<file path="config.mk">
export PLATFORM = sky130hd
export DESIGN_NAME = fp_subtractor_seq
export DESIGN_NICKNAME = d
export VERILOG_FILES = /design/src/rtl/fp_subtractor_seq.sv
export SDC_FILE = /design/constraint.sdc
export NUM_CORES = 1
export LEC_CHECK = 0
export ABC_CLOCK_PERIOD_IN_PS = 7900
export BUFFER_PORTS_ARGS = -buffer_cell sky130_fd_sc_hd__buf_2
export CAP_MARGIN = 20
export CELL_PAD_IN_SITES_DETAIL_PLACEMENT = 0
export CELL_PAD_IN_SITES_GLOBAL_PLACEMENT = 1
export CORE_MARGIN = 2
export CORE_UTILIZATION = 40
export DETAILED_ROUTE_END_ITERATION = 7
export PLACE_DENSITY = 0.79
export SLEW_MARGIN = 20
export SYNTH_ARGS = -nofsm -noshare
export SYNTH_HDL_FRONTEND = slang
export SYNTH_SLANG_ARGS = --single-unit
</file>
<file path="constraint.sdc">
create_clock -name clk -period 7.9 [get_ports clk]
set_input_delay 1.185 -clock clk [delete_from_list [all_inputs] [get_ports clk]]
set_output_delay 1.185 -clock clk [all_outputs]
set_load 0.005 [all_outputs]
</file>
<file path="src/rtl/fp_subtractor_seq.sv">
// Multi-cycle FP subtractor, diff = a - b, binary32 or binary16 by selector.
// Align, subtract, then normalise one bit per cycle; done pulses with diff.
module fp_subtractor_seq (
  input  logic        clk,
  input  logic        rst_n,
  input  logic        start,
  input  logic [31:0] a,
  input  logic [31:0] b,
  input  logic        selector,
  output logic        busy,
  output logic        done,
  output logic [31:0] diff
);

  typedef enum logic [2:0] {
    IDLE,
    ALIGN,
    OP,
    NORM,
    DONE
  } state_t;

  state_t      state;
  logic        fmt;
  logic        sa;
  logic        sb;
  logic [7:0]  ea;
  logic [7:0]  eb;
  logic [23:0] ma;
  logic [23:0] mb;
  logic        sr;
  logic [7:0]  er;
  logic [24:0] ml;
  logic [24:0] ms;
  logic        eff_sub;

  // binary16 mantissas sit left-aligned: hidden bit at 23, 13 zero LSBs
  function automatic logic [32:0] unpack(
    input logic [31:0] w,
    input logic        f
  );
    logic        s;
    logic [7:0]  e;
    logic [23:0] m;
    if (f) begin
      s = w[15];
      e = {3'b000, w[14:10]};
      m = {1'b1, w[9:0], 13'b0};
    end else begin
      s = w[31];
      e = w[30:23];
      m = {1'b1, w[22:0]};
    end
    if (e == 8'd0) m = '0;
    return {s, e, m};
  endfunction

  function automatic logic [31:0] pack(
    input logic        f,
    input logic        s,
    input logic [7:0]  e,
    input logic [22:0] m
  );
    if (f) return {16'b0, s, e[4:0], m[22:13]};
    return {s, e, m};
  endfunction

  logic [32:0] ua;
  logic [32:0] ub;

  assign ua = unpack(a, selector);
  assign ub = unpack(b, selector);

  logic        b_gt;
  logic [7:0]  e_l;
  logic [7:0]  e_s;
  logic [7:0]  sh;
  logic [23:0] m_l;
  logic [23:0] m_s;
  logic [24:0] m_sh;
  logic [24:0] m_mask;

  always_comb begin
    b_gt   = {eb, mb} > {ea, ma};
    e_l    = b_gt ? eb : ea;
    e_s    = b_gt ? ea : eb;
    m_l    = b_gt ? mb : ma;
    m_s    = b_gt ? ma : mb;
    sh     = e_l - e_s;
    m_mask = fmt ? 25'h1ffe000 : 25'h1ffffff;
    if (sh >= (fmt ? 8'd12 : 8'd25))
      m_sh = '0;
    else
      m_sh = ({1'b0, m_s} >> sh) & m_mask;
  end

  logic [24:0] m_res;
  logic [8:0]  e_inc;
  logic [7:0]  e_max;

  always_comb begin
    e_max = fmt ? 8'd31 : 8'd255;
    m_res = eff_sub ? (ml - ms) : (ml + ms);
    e_inc = {1'b0, er} + 9'd1;
  end

  always_ff @(posedge clk or negedge rst_n) begin
    if (!rst_n) begin
      state   <= IDLE;
      busy    <= 1'b0;
      done    <= 1'b0;
      diff    <= '0;
      fmt     <= 1'b0;
      sa      <= 1'b0;
      sb      <= 1'b0;
      ea      <= '0;
      eb      <= '0;
      ma      <= '0;
      mb      <= '0;
      sr      <= 1'b0;
      er      <= '0;
      ml      <= '0;
      ms      <= '0;
      eff_sub <= 1'b0;
    end else begin
      done <= 1'b0;
      unique case (state)
        IDLE: begin
          if (start) begin
            fmt   <= selector;
            sa    <= ua[32];
            ea    <= ua[31:24];
            ma    <= ua[23:0];
            sb    <= ~ub[32];
            eb    <= ub[31:24];
            mb    <= ub[23:0];
            busy  <= 1'b1;
            state <= ALIGN;
          end
        end
        ALIGN: begin
          sr      <= b_gt ? sb : sa;
          er      <= e_l;
          ml      <= {1'b0, m_l};
          ms      <= m_sh;
          eff_sub <= sa ^ sb;
          state   <= OP;
        end
        OP: begin
          if (m_res == '0) begin
            diff  <= '0;
            done  <= 1'b1;
            state <= DONE;
          end else if (m_res[24]) begin
            if (e_inc >= {1'b0, e_max}) begin
              diff  <= pack(fmt, sr, e_max, 23'd0);
              done  <= 1'b1;
              state <= DONE;
            end else begin
              ml    <= (m_res >> 1) & m_mask;
              er    <= e_inc[7:0];
              state <= NORM;
            end
          end else begin
            ml    <= m_res;
            state <= NORM;
          end
        end
        NORM: begin
          if (ml[23]) begin
            diff  <= pack(fmt, sr, er, ml[22:0]);
            done  <= 1'b1;
            state <= DONE;
          end else if (er <= 8'd1) begin
            diff  <= '0;
            done  <= 1'b1;
            state <= DONE;
          end else begin
            ml <= ml << 1;
            er <= er - 8'd1;
          end
        end
        DONE: begin
          busy  <= 1'b0;
          state <= IDLE;
        end
        default: state <= IDLE;
      endcase
    end
  end

endmodule

</file>
==> impl_results.md <==
* Flops & latches, synth at 162
* Ranking of synthesized cells by area: dfrtp_1 (31%), mux2i_1 (7.0%), ha_1 (6.6%)
* Vias in the first global route at 10850
* Total CTS buffers at 17
* Initial Util at 40.7%
* Mapped cell area at 12900 sq um
* Crit end category: register
* Core ar. at 31600 sq um
* Hold buffers post-CTS at 0
* Largest net degree at the start of global routing at 93
* DRT Pass-1 Iters at 5
* Maximum clock path buffer count at 2
* Routed length on met1 at 18.5 mm
* Nets at 1650
* Syn Area/Cell at 8.80 sq um
* Status: finished clean
* Share of the synthesized area in the top cell type at 31.5%
* First-pass GRT wire length at 63.1 mm
* Fin. max-slew vios at 0
* Worst path most repeated cell: ha_1
* IO Port Bufs at 101
* Core Rows at 65
* CP max-delay cell: nor3_2
* Synth cell types at 84
* Adder-Cell Fraction of Synth Area at 6.76%
* Total number of vias at 11462
* Startpoint types: register
* Clock Sink Count at 162
* Arrival @ worst endpoint at 6.37 ns
* Hold WC Path Type: register to register
* All-layer global routing usage at 24.4%
* Yosys warns at 0
* Compound-Gate Fraction of Synth Area at 22.3%
* Max Used Layer: met5
* Layout cells sized above 1 at 14.8%
* CP Class: register to register
* Die width at 183 um
* GPL Wtd Cong at 0.959
* Gr ovfl total at 0
* Post-DRT Antenna Nets at 0
* Die area at 33600 sq um
* Post_cts resized at 0
* Max-cap violation count at 0
* Seq/Total Area, Yosys at 31.5%
* Combinational family with the most area after synthesis: compound AO/OA/AOI/OAI gates
* Synthesized Nets at 1600
* Final setup fails at 0
* Skew final at 0.00841 ns
* Clk pin slew, worst setup/hold paths at 0.07 ns
* Mux share of post-synthesis cell area at 14.6%
* EDFF count, synth at 0
* Worst slew margin at 28.4%
* Routed len/inst at 21.0 um
* Post-Syn Instances at 1463
* Max FO, Critical Path at 26
* Setup TNS at 0 ns
* Final hold slack at 0.490 ns
* Area leader, netlist: dfrtp_1
* Dpl hpwl at 31.0 mm
* Worst path cell trace: inv_1 -> ha_1 -> buf_4 -> nand4_1 -> nor4_1 -> nand2b_1 -> a31oi_1 -> nor2_4 -> nor2_1 -> a21oi_1 -> ha_1 -> a211oi_2 -> xor2_1 -> buf_4 -> inv_1 -> ha_1 -> a21boi_0 -> o21ai_0 -> nor2_1 -> o211ai_1 -> nand4_1 -> nor3_2 -> and4_1 -> a22o_1
* DR WL met2 at 18.4 mm
* Max frequency at 167 MHz
* Ports at 102
* Initial antenna violation count at 2
* Crit share post-route at 75.8%
* H-tree levels at 4
* Final hold viol count at 0
* Vias per cell at 5.94
* Most used DFF post-synth: dfrtp_1
* Die Span Y at 183 um
* Setup Buffers After CTS at 0
* Drt drc at 0
* WP data required at 8.28 ns
* Area grow syn2layout at 11.2%
* Root Buffer: clkbuf_16
* XOR/XNOR Fraction of Synth Area at 3.46%
* CTS tree: yes
* Met3 Wirelength at 2.49 mm
* Synth Area in Simple Gates at 15.9%
* Post-route minimum period at 5.99 ns
* Worst-Skew Late Latency at 0.45 ns
* Initial drt markers at 1175
* Drt total wl at 40.6 mm
* Worst slew pin tran at 1.06 ns
* Asr flop ratio synth at 100%
* Crit-path max cell delay at 0.57 ns
* RSZ-0062 raised after global routing: no
## routing by layer
metal | GRT usage [%] | up-vias
met2 | 38.3 | 411
met3 | 4.31 | 77
li1 | - | 5484
met1 | 34.1 | 5488
met5 | 0 | -
met4 | 7.94 | 2
## final cells by class
class                           count  area [sq um]
Clock buffer                       21           470
Antenna cell                        1          2.50
Fill cell                        3070         17300
Sequential cell                   162          4050
Inverter                           87           327
Tap cell                          402           503
Clock inverter                     11           175
Multi-Input combinational cell   1125          8130
Timing Repair Buffer              120           654
## cell families (layout without fill, tap and decap cells)
family	count (synthesis)	after routing
simple gates	433	433
compound gates	424	424
buf+inv	176	239
flops	162	162
mux	149	149
fa+ha+maj	69	69
xor+xnor	50	50
other cells	0	1
## path summary, 6_finish.rpt
check	from	depth (start not counted)	endpoint	slack [ns]
worst max-delay path	ea[0]$_DFFE_PN0P_	24	ms[21]$_DFFE_PN0P_	1.91
worst min-delay path	ea[7]$_DFFE_PN0P_	2	ea[7]$_DFFE_PN0P_	0.49
worst max register to register	ea[0]$_DFFE_PN0P_	24	ms[21]$_DFFE_PN0P_	1.91
worst min register to register	ea[7]$_DFFE_PN0P_	2	ea[7]$_DFFE_PN0P_	0.49
max in group asynchronous	rst_n	2	ml[17]$_DFFE_PN0P_	5.62
min in group asynchronous	rst_n	1	ma[17]$_DFFE_PN0P_	0.81
## cell usage after synthesis, types with 13 or more instances
cell	count
mux2_2	16
clkbuf_1	61
nor3_1	34
xnor2_1	37
nor2b_1	21
a21oi_1	109
o22a_1	15
buf_2	14
o22ai_1	15
nand2b_1	18
nor2_1	111
o31ai_1	15
o221ai_1	13
mux4_2	24
o21a_1	13
ha_1	68
dfrtp_1	162
o21ai_0	85
a22o_1	33
mux2i_1	90
nand4_1	13
inv_1	86
nand2_1	153
nand3_1	18
## layout by cell type, fill, tap and decap left out, types with 15 or more instances in the layout
| cell type | Yosys | routed |
|---|---|---|
| nand2_1 | 153 | 153 |
| nand2b_1 | 18 | 18 |
| o22ai_1 | 15 | 15 |
| mux2_2 | 16 | 16 |
| nand3_1 | 18 | 18 |
| mux2i_1 | 90 | 90 |
| ha_1 | 68 | 68 |
| mux4_2 | 24 | 24 |
| o22a_1 | 15 | 15 |
| a21oi_1 | 109 | 109 |
| nor3_1 | 34 | 33 |
| o31ai_1 | 15 | 15 |
| clkbuf_16 | 0 | 17 |
| a22o_1 | 33 | 33 |
| inv_1 | 86 | 86 |
| nor2b_1 | 21 | 21 |
| buf_2 | 14 | 100 |
| dfrtp_1 | 162 | 162 |
| nor2_1 | 111 | 109 |
| buf_4 | 0 | 19 |
| o21ai_0 | 85 | 85 |
| xnor2_1 | 37 | 37 |
## stage by stage
stage                     cell area (sq um)  utilization [%]  worst slack [ns]  std cells
after floorplan                       12900                -              1.92       1463
final                                 14300             45.3              1.91       1929
after detailed placement              13700             43.2              1.78       1896
after global placement                13700             43.2              1.95       1896
after CTS                             14300             45.3              1.77       1928
after global routing                  14300             45.3              1.39       1928
## registers in the layout, summed over array words and instances (netlist names)
name / cells
busy: 1
diff: 32
done: 1
ea: 8
eb: 8
eff_sub: 1
er: 8
fmt: 1
ma: 24
mb: 24
ml: 24
ms: 24
sa: 1
sb: 1
sr: 1
state: 3
## critical path, delay by kind of cell (launching register included)
family	cells	cell delay (ns)
buffers and inverters	4	1.10
AND/OR/NAND/NOR	9	2.09
AO/OA/AOI/OAI	7	1.40
XOR/XNOR	1	0.11
adder cells (fa/ha/maj)	3	0.80
flip-flops	1	0.42
Power is not shown: default switching activity piles up to over one toggle a cycle in this logic, so the estimate is an artifact.
